==> config.mk <==
export PLATFORM = sky130hd
export DESIGN_NAME = branch_resolve_unit
export DESIGN_NICKNAME = d
export VERILOG_FILES = /design/src/rtl/rv32i_types.sv /design/src/rtl/sat_counter32.sv /design/src/rtl/branch_resolve_unit.sv
export SDC_FILE = /design/constraint.sdc
export NUM_CORES = 1
export LEC_CHECK = 0
export BUFFER_PORTS_ARGS = -buffer_cell sky130_fd_sc_hd__buf_4
export CORE_MARGIN = 2
export CORE_UTILIZATION = 48
export CTS_CLUSTER_DIAMETER = 100
export DETAILED_ROUTE_END_ITERATION = 8
export GPL_TIMING_DRIVEN = 0
export HOLD_SLACK_MARGIN = 0.03
export PLACE_DENSITY = 0.82
export SYNTH_ARGS = -nofsm -noshare
export SYNTH_HDL_FRONTEND = slang
export SYNTH_SLANG_ARGS = --single-unit
==> constraint.sdc <==
create_clock -name clk -period 6 [get_ports clk]
set_input_delay 1.5 -clock clk [delete_from_list [all_inputs] [get_ports clk]]
set_output_delay 1.5 -clock clk [all_outputs]
set_load 0.03 [all_outputs]
==> src/rtl/rv32i_types.sv <==
// Shared RV32I front-end types: predictor direction encoding and branch tracking entry.
package rv32i_types;

    localparam int unsigned XLEN = 32;

    typedef enum logic {
        no_take = 1'b0,
        take    = 1'b1
    } prediction_choice;

    typedef struct packed {
        logic             valid;
        logic [XLEN-1:0]  pc;
        prediction_choice pred;
    } br_track_t;

    localparam logic [XLEN-1:0] BR_PC_INC = 32'd4;

    // Fall-through fetch address; wraps naturally at 2^32.
    function automatic logic [XLEN-1:0] br_fallthrough(input logic [XLEN-1:0] pc);
        return pc + BR_PC_INC;
    endfunction

endpackage

==> src/rtl/sat_counter32.sv <==
// 32-bit event counter with enable, async active-low clear, saturating at all-ones.
module sat_counter32
    import rv32i_types::*;
(
    input  logic            clk,
    input  logic            rst_n,
    input  logic            i_en,
    output logic [XLEN-1:0] o_count
);

    logic [XLEN-1:0] r_count;

    always_ff @(posedge clk or negedge rst_n) begin
        if (!rst_n) begin
            r_count <= '0;
        end else if (i_en && (r_count != '1)) begin
            r_count <= r_count + XLEN'(1);
        end
    end

    assign o_count = r_count;

endmodule

==> src/rtl/branch_resolve_unit.sv <==
// Tracks IF branches through ID/EX, resolves direction in EX, flags mispredicts
// and produces the redirect PC, predictor update strobe and branch statistics.
module branch_resolve_unit
    import rv32i_types::*;
(
    input  logic             clk,
    input  logic             reset,
    input  logic             pipeline_en,
    input  logic [XLEN-1:0]  if_pc,
    input  logic             if_is_br,
    input  prediction_choice if_prediction,
    input  logic             ex_br_en,
    input  logic [XLEN-1:0]  ex_target,
    output logic             ex_is_br,
    output logic             mispredict,
    output logic [XLEN-1:0]  redirect_pc,
    output logic             result,
    output logic             upd_valid,
    output logic [XLEN-1:0]  br_count,
    output logic [XLEN-1:0]  mp_count
);

    br_track_t r_id;
    br_track_t r_ex;

    logic w_mispredict;
    logic w_br_cnt_en;
    logic w_mp_cnt_en;

    // Squash wins over capture: a mispredict clears both stages, dropping the IF branch.
    always_ff @(posedge clk or negedge reset) begin
        if (!reset) begin
            r_id <= '0;
            r_ex <= '0;
        end else if (pipeline_en) begin
            if (w_mispredict) begin
                r_id.valid <= 1'b0;
                r_ex.valid <= 1'b0;
            end else begin
                r_id <= '{valid: if_is_br, pc: if_pc, pred: if_prediction};
                r_ex <= r_id;
            end
        end
    end

    // Resolution is combinational so the flush reaches IF/ID in the same cycle, even while stalled.
    always_comb begin
        w_mispredict = r_ex.valid & (ex_br_en != (r_ex.pred == take));
        redirect_pc  = '0;
        if (w_mispredict) begin
            redirect_pc = ex_br_en ? ex_target : br_fallthrough(r_ex.pc);
        end
    end

    assign ex_is_br    = r_ex.valid;
    assign mispredict  = w_mispredict;
    assign result      = ex_br_en & r_ex.valid;
    assign upd_valid   = r_ex.valid & pipeline_en;
    assign w_br_cnt_en = pipeline_en & r_ex.valid;
    assign w_mp_cnt_en = pipeline_en & w_mispredict;

    sat_counter32 u_br_cnt (
        .clk     (clk),
        .rst_n   (reset),
        .i_en    (w_br_cnt_en),
        .o_count (br_count)
    );

    sat_counter32 u_mp_cnt (
        .clk     (clk),
        .rst_n   (reset),
        .i_en    (w_mp_cnt_en),
        .o_count (mp_count)
    );

endmodule

Word-level counts from Yosys, hierarchy flattened
Index checks and enable logic that the tools add are counted.
{ "word_totals": {"out_inout_bits": 100, "ff_bits": 132, "inputBits": 70, "word_cells": 26} }
{ "op_classes": {"eq_ne": 3, "n_addsub": 3, "n_bitwise": 5, "reduce_logical": 3, "n_mux": 4} }
{ "ops": {"columns": ["operator", "count"], "rows": [
  ["$add 32x1->32 const B", 2],
  ["$mux 32", 2],
  ["$ne 32x32->1 const B", 2],
  ["$add 32x3->32 const B", 1],
  ["$and 1x1->1", 4],
  ["$logic_and 1x1->1", 2],
  ["$mux 1", 2],
  ["$reduce_and 2->1", 1],
  ["$ne 1x1->1", 1],
  ["$not 1->1", 1]
]} }

Logic depth before layout (Yosys ltp)
Gate-level depths: netlist of the first run.
{ "depth": {"word_depth": 4, "mapped_depth": 8, "ltp_nobuf": 6} }

Cells and area by module
A second synthesis of the first run with hierarchy kept.
{ "unflattened": {"cells_unflattened": 618, "hier_area_um2": 7021.7} }
{ "by_module_without_submodules": {"columns": ["module", "instances", "seq_area_each_um2", "cells_per_inst", "area_per_inst_um2"], "rows": [
  ["branch_resolve_unit", 1, 1701.6, 316, 3773.6],
  ["sat_counter32", 2, 800.8, 151, 1624.1]
]} }

Worst setup path before layout of the first run
OpenSTA, ideal clock, no wires.
{ "synth_timing": {"path_kind": "input port to output port", "startpoint": "input port ex_br_en", "endpoint": "output port redirect_pc[18]", "cell_stages": 7, "arrival_time_ns": 3.447, "path_slack_ns": 1.053, "required_time_ns": 4.500, "path_buffers": 2, "cell_sequence": "buf_2 > xor2_1 > nand2_1 > inv_1 > clkbuf_1 > o21ai_0 > a21oi_1"} }
{ "synth_via": {"elab_chain_cells": 3, "word_cells_on_any_way": 4, "classes_between": "eq/ne (1); mux (2); bitwise (1)"} }
{ "synth_lines": {"columns": ["item", "line", "rtl"], "rows": [
  ["start, declared", "branch_resolve_unit.sv:12", "input logic ex_br_en,"],
  ["$ne 1x1->1", "branch_resolve_unit.sv:48", "w_mispredict = r_ex.valid & (ex_br_en != (r_ex.pred == take));"],
  ["$and 1x1->1", "branch_resolve_unit.sv:48", null],
  ["named net mispredict", "branch_resolve_unit.sv:15", "output logic mispredict,"],
  ["$mux 32", "branch_resolve_unit.sv:50", "if (w_mispredict) begin"],
  ["end, declared", "branch_resolve_unit.sv:16", "output logic [XLEN-1:0] redirect_pc,"]
]} }
The timed path passes the listed nets, and every way through them passes these cells.

Worst setup path after layout of the first run
{ "layout_timing": {"startpoint": "input port ex_br_en", "endpoint": "output port redirect_pc[23]"} }
{ "layout_via": {"elab_chain_cells": 3, "word_cells_on_any_way": 4, "classes_between": "eq/ne (1); mux (2); bitwise (1)"} }
{ "layout_lines": {"columns": ["item", "line"], "rows": [
  ["$ne 1x1->1", "branch_resolve_unit.sv:48"],
  ["$and 1x1->1", "branch_resolve_unit.sv:48"],
  ["$mux 32 *", "branch_resolve_unit.sv:50"]
]} }
Mark *: on every way between the ends. The rest lies on a longest branch, timed or not.

==> results of run 1 <==
[tightest hold or removal path, cell delays in order, from the launching register on]
cell and delay [ns]:
dfrtp_1 0.34, nand2_1 0.05, o21ai_0 0.06
[cells in the final DEF (no fill, tap or decap), types with 3 or more instances in the layout]
| cell | synthesis | layout |
|---|---|---|
| buf_4 | 0 | 167 |
| a21oi_1 | 28 | 28 |
| mux2_2 | 63 | 63 |
| ha_1 | 3 | 3 |
| clkinv_2 | 0 | 4 |
| clkbuf_16 | 0 | 17 |
| nand3_1 | 36 | 36 |
| nand4_1 | 35 | 35 |
| nor3_1 | 19 | 19 |
| and3_1 | 8 | 8 |
| inv_1 | 15 | 15 |
| xnor2_1 | 67 | 67 |
| o21ai_0 | 25 | 25 |
| and4_1 | 10 | 10 |
| clkbuf_8 | 0 | 5 |
| nor2_1 | 38 | 38 |
| nor4_1 | 10 | 10 |
| xor2_1 | 17 | 17 |
| and2_1 | 5 | 5 |
| clkbuf_1 | 10 | 12 |
| dfrtp_1 | 132 | 132 |
| buf_2 | 9 | 9 |
| mux2i_1 | 6 | 6 |
| nand2_1 | 45 | 45 |
| a211oi_1 | 4 | 4 |
[per-layer routing]
| layer | part of all wire | vias to the layer above | GRT usage |
|---|---|---|---|
| met5 | 0 | - | 0 |
| met4 | 0.015 | 0 | 0.0790 |
| met3 | 0.074 | 22 | 0.0646 |
| met2 | 0.48 | 190 | 0.362 |
| met1 | 0.43 | 2607 | 0.281 |
| li1 | - | 2595 | - |
[metrics by stage]
stage | utilization | power, uW | hold WS (ns) | area, sq um | cells
3_5_place_dp | 0.595 | 1980 | 0.472 | 8170 | 968
5_1_grt | 0.635 | 3080 | 0.515 | 8720 | 997
3_3_place_gp | 0.593 | 1950 | 0.457 | 8140 | 967
4_1_cts | 0.635 | 2950 | 0.488 | 8720 | 997
2_1_floorplan | - | 1700 | 0.446 | 6650 | 619
6_report | 0.635 | 2920 | 0.485 | 8720 | 997
[power breakdown]
part | internal, uW | total (uW) | switching, uW
Combinational | 343 | 734 | 391
Clock | 614 | 962 | 349
Sequential | 1060 | 1230 | 171
[registers in the layout (all words and copies together) (netlist names)]
| register | flops |
|---|---|
| ex_is_br | 1 |
| u_br_cnt.o_count | 32 |
| u_mp_cnt.o_count | 32 |
| r_ex | 33 |
| r_id | 34 |
[area by class of cell]
type                    instances  area, sq um  share of cell area
plain buffers                  21         90.1              0.0103
clock buffers                  24          502              0.0575
clock inverters                 5         50.0             0.00574
inverters                      16         60.1             0.00689
multi-input cells             450         3200               0.367
flip-flops and latches        132         3300               0.379
well taps                     180          225              0.0258
repair buffers                169         1290               0.148
[cell families after synthesis]
group | share of synthesized area
compound gates | 0.0578
mux | 0.116
simple gates | 0.191
buf+inv | 0.0226
flops | 0.497
fa+ha+maj | 0.00565
xor+xnor | 0.111
[final timing paths]
path	startpoint	end	slack, ns
max in group asynchronous	reset	u_mp_cnt.o_count[31]	4.19
max	ex_br_en	redirect_pc[23]	0.78
min reg2reg	r_id[21]	r_ex[21]	0.48
min in group asynchronous	reset	r_ex[5]	1.06
max reg2reg	r_ex[0]	r_id[23]	3.66
min	r_id[21]	r_ex[21]	0.48
==> impl_results.md, run 1 <==
* Status: finished clean
* DPL Wire Length at 11700 um
* Pleak at 0.00384 uW
* Vias per Instance at 5.43
* Post-synth top area cell: dfrtp_1
* Worst path depth at 8
* Vias in the first global route at 5115
* Yosys top cell area share at 0.497
* CP Data Arrival Time at 3.72 ns
* Synth warn at 0
* Clk sink count at 132
* Post-route minimum period at 5.22 ns
* Final setup viols at 0
* Largest net degree at the start of global routing at 71
* Syn Area/Cell at 10.7 sq um
* Row Count at 43
* Htree depth at 4
* Synth Net Count at 692
* Power per standard cell area at 335 mW/mm^2
* Fin crit share at 0.870
* DRT iter0 DRCs at 290
* Fin nets at 880
* Mapped cell area at 0.00665 sq mm
* Bufs and invs on worst path at 4
* First-pass GRT wire length at 25500 um
* RSZ-0062 raised after global routing: no
* Worst min path class: reg2reg
* Post-Place Setup Slack at 0.751 ns
* Area added between synthesis and finish at 31.1%
* Ys async rst share at 1.00
* Most used flip-flop cell after synthesis: dfrtp_1
* Final WS setup at 0.779 ns
* IO Pins at 170
* DIE AREA at 0.0148 sq mm
* Critical Path Fanout Max at 10
* N_diodes at 0
* WS Path Type: in2out
* Detail Route Antenna Nets at 0
* Post-CTS Setup Inserts at 0
* Min-Delay Path Depth at 2
* Setup_tns at 0 ns
* CP cell instances: buf_2 -> xor2_1 -> nand2_1 -> inv_1 -> clkbuf_1 -> o21ai_0 -> a21oi_1 -> buf_4
* CP max-delay cell: xor2_1
* Grt ovf at 0
* CTS tree: done
* Core ar. at 0.0137 sq mm
* Cts hold-fix bufs at 0
* IO Port Bufs at 168
* FILL cells at 1152
* Max stage delay on crit path at 0.44 ns
* Slew Limit Fails at 0
* Vias at 5414
* Yosys reg bits at 132
* Top cells by area, synth: dfrtp_1 50%, mux2_2 11%, xnor2_1 8.8%
* Startpoint types: input pin
* Height of the die at 122 um
* Commonest cells in the synthesized netlist: 132 x dfrtp_1, 67 x xnor2_1, 63 x mux2_2, 45 x nand2_1, 38 x nor2_1
* DR pass1 iterations at 4
* Worst slew margin at 0.483
* Die width at 122 um
* Maximum VDD drop at 0.225 mV
* Routed WL per cell at 16.0 um
* Total of max-cap violations at 0
* Detailed-route DRC error count at 0
* Num CTS Buffers at 17
* Root Buffer: clkbuf_16
* GPL Wtd Cong at 0.833
* Resized Gates After CTS at 0
* Max Freq at 192 MHz
* Final hold vios at 0
* Gate Count Post-Synth at 619
* Unique masters post-synth at 46
* Most numerous cell in the Yosys netlist: dfrtp_1
* Clock Latency Late Sink at 0.42 ns
* CP top delay family: buffers and inverters
* Worst-Margin Slew at 0.764 ns
* Initial Util at 0.485
* R2R depth at 6
* Post-Route WL at 15900 um
* Post-synth EDFFs at 0
* Gr usage total at 0.221
* Share of layout cells above drive strength 1 at 0.348
* Initial antenna violation count at 0
* Reg clk slew, reported paths at 0.05 ns
* Seq/Total Area, Yosys at 0.497
* Crit path required time at 4.50 ns
* Clk buf depth at 2
* Clock skew at 0.00600 ns
* Crit path capture type: primary output
No activity file was read; power rests on OpenSTA's default activity.
==> run 2, diff against run 1 <==
--- a/config.mk
+++ b/config.mk
@@ -12,7 +12,9 @@
 export DETAILED_ROUTE_END_ITERATION = 8
 export GPL_TIMING_DRIVEN = 0
 export HOLD_SLACK_MARGIN = 0.03
+export MAX_ROUTING_LAYER = met4
 export PLACE_DENSITY = 0.82
+export REMOVE_ABC_BUFFERS = 1
 export SYNTH_ARGS = -nofsm -noshare
 export SYNTH_HDL_FRONTEND = slang
 export SYNTH_SLANG_ARGS = --single-unit
==> run 2 against run 1 <==
Against the previous run:
- sequential power is essentially flat
- register-to-register slack got worse by 0.33 ns
- non-clock buffer count is 20 lower
- worst hold slack about the same
- critical path depth is 1 lower
- final area down 0.37%
- critical path type unchanged
==> impl_results.md, run 2 (synthesis gave the netlist of run 1 again) <==
* Status: finished clean
* Final total power at 3000 uW
* Final WS setup at 0.470 ns
* N_diodes at 0
* Clk sink count at 132
* Clk buf depth at 2
* Final setup viols at 0
* DPL Wire Length at 11000 um
* Routed WL per cell at 16.1 um
* Largest net degree at the start of global routing at 97
* Resized Gates After CTS at 0
* Grt ovf at 0
* GPL Wtd Cong at 0.826
* Largest register FFs at 34
* CTS tree: done
* Clock skew at 0.00756 ns
* IO Pins at 170
* Post-route minimum period at 5.53 ns
* Slew Limit Fails at 0
* Initial antenna violation count at 0
* DIE AREA at 0.0148 sq mm
* DR pass1 iterations at 5
* Vias in the first global route at 5028
* Critical Path Fanout Max at 19
* Vias at 5396
* Biggest regs: r_id (34), r_ex (33)
* CP Data Arrival Time at 4.03 ns
* Commonest cells after routing, fill and taps aside: 168 x buf_4, 132 x dfrtp_1, 67 x xnor2_1, 63 x mux2_2, 45 x nand2_1
* WS Path Type: in2out
* Detail Route Antenna Nets at 0
* Vias per Instance at 5.51
* Most common cell after layout, fill and taps aside: buf_4
* Maximum VDD drop at 0.255 mV
* FILL cells at 1142
* Root Buffer: clkbuf_16
* Cts hold-fix bufs at 0
* Area added between synthesis and finish at 30.6%
* Gr usage total at 0.223
* Reg with most FFs: r_id
* Share of layout cells above drive strength 1 at 0.350
* Post-Route WL at 15700 um
* Total of max-cap violations at 0
* Row Count at 43
* Worst-Margin Slew at 0.933 ns
* Startpoint types: input pin
* Crit path capture type: primary output
* Detailed-route DRC error count at 0
* Crit path required time at 4.50 ns
* Die width at 122 um
* Num CTS Buffers at 17
* Fin nets at 860
* Reg clk slew, reported paths at 0.06 ns
* Final hold vios at 0
* Worst slew margin at 0.374
* Setup_tns at 0 ns
* Pleak at 0.00381 uW
* Core ar. at 0.0137 sq mm
* Max Freq at 181 MHz
* Worst min path class: reg2reg
* Power per standard cell area at 345 mW/mm^2
* DRT iter0 DRCs at 374
* IO Port Bufs at 169
* Fin crit share at 0.922
* First-pass GRT wire length at 25100 um
* Post-Place Setup Slack at 0.468 ns
* Initial Util at 0.485
* Clock Latency Late Sink at 0.42 ns
* Post-CTS Setup Inserts at 0
* Area of the multi-input gates at 0.00320 sq mm
* Reg area at 0.00330 sq mm
* Height of the die at 122 um
* Htree depth at 4
* RSZ-0062 raised after global routing: no
-- run 2: cell count changes in the layout (fill, tap and decap cells not counted), moves of 2 or more --
cell / before / now
clkinvlp_4: 0 / 3
clkbuf_1: 12 / 2
buf_2: 9 / 0
buf_1: 2 / 0
-- run 2: cell type report --
type	instances	area share
multi-input combinational	450	0.368
clock inverter	8	0.0112
inverter	16	0.00691
tap	180	0.0259
timing repair buffer	170	0.150
sequential	132	0.380
clock buffer	24	0.0578
-- run 2: worst paths after layout --
path | from | endpoint | slack [ns] | depth (start not counted)
hold reg to reg | r_id[26] | r_ex[26] | 0.49 | 2
setup / recovery | ex_br_en | redirect_pc[12] | 0.47 | 7
setup reg to reg | r_ex[0] | r_ex[15] | 3.33 | 4
min in group asynchronous | reset | r_id[26] | 0.98 | 1
hold / removal | r_id[26] | r_ex[26] | 0.49 | 2
max in group asynchronous | reset | r_id[4] | 4.22 | 2
-- run 2: per-layer routing --
layer  track usage  wire length [um]  vias up
met1         0.276              6850     2619
li1              -                 -     2564
met5             -                 0        -
met2         0.355              7510      193
met4        0.0783               267        0
met3        0.0590              1110       20
-- run 2: where the power goes --
part	switching [uW]	leakage, uW	internal, uW
Sequential	180	0.00167	1060
Combinational	389	0.00185	337
Clock	371	0.000288	664
-- run 2: through the flow --
step                      cell area (sq um)   util  std cells  hold WS (ns)
after global routing                   8690  0.633        980         0.514
after detailed placement               8090  0.589        948         0.479
after global placement                 8050  0.587        947         0.463
final                                  8690  0.633        980         0.485
after floorplan                        6560      -        598         0.446
after CTS                              8690  0.633        980         0.492
-- run 2: worst max-delay path, stage by stage --
cell and delay (ns):
buf_4 0.25, xor2_1 0.46, nand2_1 0.60, inv_1 0.57, o21ai_0 0.22, a21oi_1 0.21, buf_4 0.21
==> run 3, diff against run 2 <==
--- a/config.mk
+++ b/config.mk
@@ -5,6 +5,7 @@
 export SDC_FILE = /design/constraint.sdc
 export NUM_CORES = 1
 export LEC_CHECK = 0
+export ABC_CLOCK_PERIOD_IN_PS = 6000
 export BUFFER_PORTS_ARGS = -buffer_cell sky130_fd_sc_hd__buf_4
 export CORE_MARGIN = 2
 export CORE_UTILIZATION = 48
@@ -13,8 +14,7 @@
 export GPL_TIMING_DRIVEN = 0
 export HOLD_SLACK_MARGIN = 0.03
 export MAX_ROUTING_LAYER = met4
-export PLACE_DENSITY = 0.82
-export REMOVE_ABC_BUFFERS = 1
+export PLACE_DENSITY = 0.7
 export SYNTH_ARGS = -nofsm -noshare
 export SYNTH_HDL_FRONTEND = slang
 export SYNTH_SLANG_ARGS = --single-unit
==> run 3 against run 2 <==
Against the previous run:
- setup slack improved by 0.29 ns
- critical path type unchanged
- clock power about the same
- sequential cell count stayed put
- register-to-register slack better by 0.30 ns
- non-clock buffer count is 20 higher
- sequential power about the same
- largest cell class unchanged
- core utilization up 0.46 points
- maximum frequency increased by 5.5%
- global-route usage grew 1.7 points
==> impl_results.md, run 3 (synthesis gave the netlist of run 1 again) <==
* Detail Route Antenna Nets at 0
* DPL Wire Length at 12400 um
* Detailed-route DRC error count at 0
* IO Port Bufs at 168
* Share of layout cells above drive strength 1 at 0.345
* N_diodes at 0
* Worst min path class: reg2reg
* Most common cell after layout, fill and taps aside: buf_4
* Reg with most FFs: r_id
* Post-DP Area at 0.00817 sq mm
* Reg clk slew, reported paths at 0.06 ns
* CP Data Arrival Time at 3.74 ns
* RSZ-0062 raised after global routing: no
* Placed Cells at 968
* Gr usage total at 0.239
* Status: finished clean
* Num CTS Buffers at 17
* Clock Latency Late Sink at 0.42 ns
* Post-CTS Setup Inserts at 0
* Final WS setup at 0.757 ns
* Root Buffer: clkbuf_16
* Post-route minimum period at 5.24 ns
* Cts hold-fix bufs at 0
* Final hold vios at 0
* Slew Limit Fails at 0
* Fin nets at 880
* Finished Cell Area at 0.00875 sq mm
* GPL Wtd Cong at 0.843
* Setup_tns at 0 ns
* Max stage delay on crit path at 0.44 ns
* CP max-delay cell: xor2_1
* Largest register FFs at 34
* Vias at 5458
* DRT iter0 DRCs at 276
* Biggest regs: r_id (34), r_ex (33)
* Htree depth at 4
* Initial antenna violation count at 0
* Vias in the first global route at 5423
* Post-Place Setup Slack at 0.792 ns
* Clock skew at 0.0143 ns
* Pleak at 0.00385 uW
* Crit path capture type: primary output
* Resized Gates After CTS at 0
* Commonest cells after routing, fill and taps aside: 167 x buf_4, 132 x dfrtp_1, 67 x xnor2_1, 63 x mux2_2, 45 x nand2_1
* First-pass GRT wire length at 26800 um
* Maximum VDD drop at 0.259 mV
* Min-Delay Path Depth at 2
* WS Path Type: in2out
* Total of max-cap violations at 0
* Startpoint types: input pin
* Core ar. at 0.0137 sq mm
* Crit path required time at 4.50 ns
* Clk sink count at 132
* Fin util at 0.638
* IO Pins at 170
* Largest net degree at the start of global routing at 96
* Max Freq at 191 MHz
* Initial Util at 0.485
* Worst-Margin Slew at 0.778 ns
* Final setup viols at 0
* Row Count at 43
* Post-Route WL at 16700 um
* Clk buf depth at 2
* CTS tree: done
* Area added between synthesis and finish at 31.6%
* Die width at 122 um
* DIE AREA at 0.0148 sq mm
* Critical Path Fanout Max at 10
* Routed WL per cell at 16.7 um
* CP cell instances: buf_2 -> xor2_1 -> nand2_1 -> inv_1 -> clkbuf_1 -> o21ai_0 -> a21oi_1 -> buf_4
* Worst slew margin at 0.474
* Height of the die at 122 um
* Grt ovf at 0
* Power per standard cell area at 343 mW/mm^2
* Vias per Instance at 5.47
* DR pass1 iterations at 4
* R2R depth at 5
* Fin crit share at 0.874
* Cell Count, Final, Fillers Out at 997
==> run 3: changes by cell type in the layout (fill, tap and decap cells not counted), sizes merged <==
| cell | before | now |
|---|---|---|
| bufinv | 2 | 3 |
| clkinv | 4 | 3 |
| clkbuf | 24 | 34 |
| buf | 170 | 180 |
| clkinvlp | 3 | 0 |
==> run 3: final cells by class <==
| type | instances | area [sq um] |
|---|---|---|
| Timing Repair Buffer | 169 | 1290 |
| Multi-Input combinational cell | 450 | 3200 |
| Fill cell | 1138 | 4970 |
| Buffer | 21 | 90.1 |
| Inverter | 16 | 60.1 |
| Clock inverter | 5 | 100 |
| Tap cell | 180 | 225 |
| Sequential cell | 132 | 3300 |
| Clock buffer | 24 | 482 |
==> run 3: power breakdown <==
group	leakage [uW]	internal [uW]	switching, uW
combinational	0.00190	343	394
sequential	0.00167	1060	177
clock	0.000286	677	352
==> run 3: worst paths after layout <==
kind | startpoint | end | slack (ns)
min in group asynchronous | reset | u_br_cnt.o_count[27] | 0.98
worst min register to register | r_id[28] | r_ex[28] | 0.48
max in group asynchronous | reset | u_mp_cnt.o_count[28] | 4.25
worst max register to register | u_mp_cnt.o_count[12] | u_mp_cnt.o_count[26] | 3.63
worst min-delay path | r_id[28] | r_ex[28] | 0.48
worst max-delay path | ex_br_en | redirect_pc[25] | 0.76
==> run 3: critical path, delay by kind of cell <==
kind                      cells  cell delay (ns)
buffers and inverters         4             1.06
xor gates and xnor gates      1             0.44
AOI/OAI and AO/OA             2             0.38
and+or+nand+nor               1             0.35
==> run 3: routing by layer <==
layer | share of wire | routed length [um] | vias to the layer above | GRT usage
met5 | 0 | 0 | - | -
met4 | 0.012 | 201 | 0 | 0.0747
met3 | 0.070 | 1170 | 16 | 0.0646
met2 | 0.49 | 8160 | 186 | 0.391
met1 | 0.43 | 7150 | 2649 | 0.292
li1 | - | - | 2607 | -
==> run 3: metrics by stage <==
stage	total power, uW	hold slack [ns]
2_1_floorplan	1700	0.446
3_3_place_gp	1950	0.455
3_5_place_dp	1990	0.468
4_1_cts	3030	0.482
5_1_grt	3150	0.517
6_report	3000	0.478
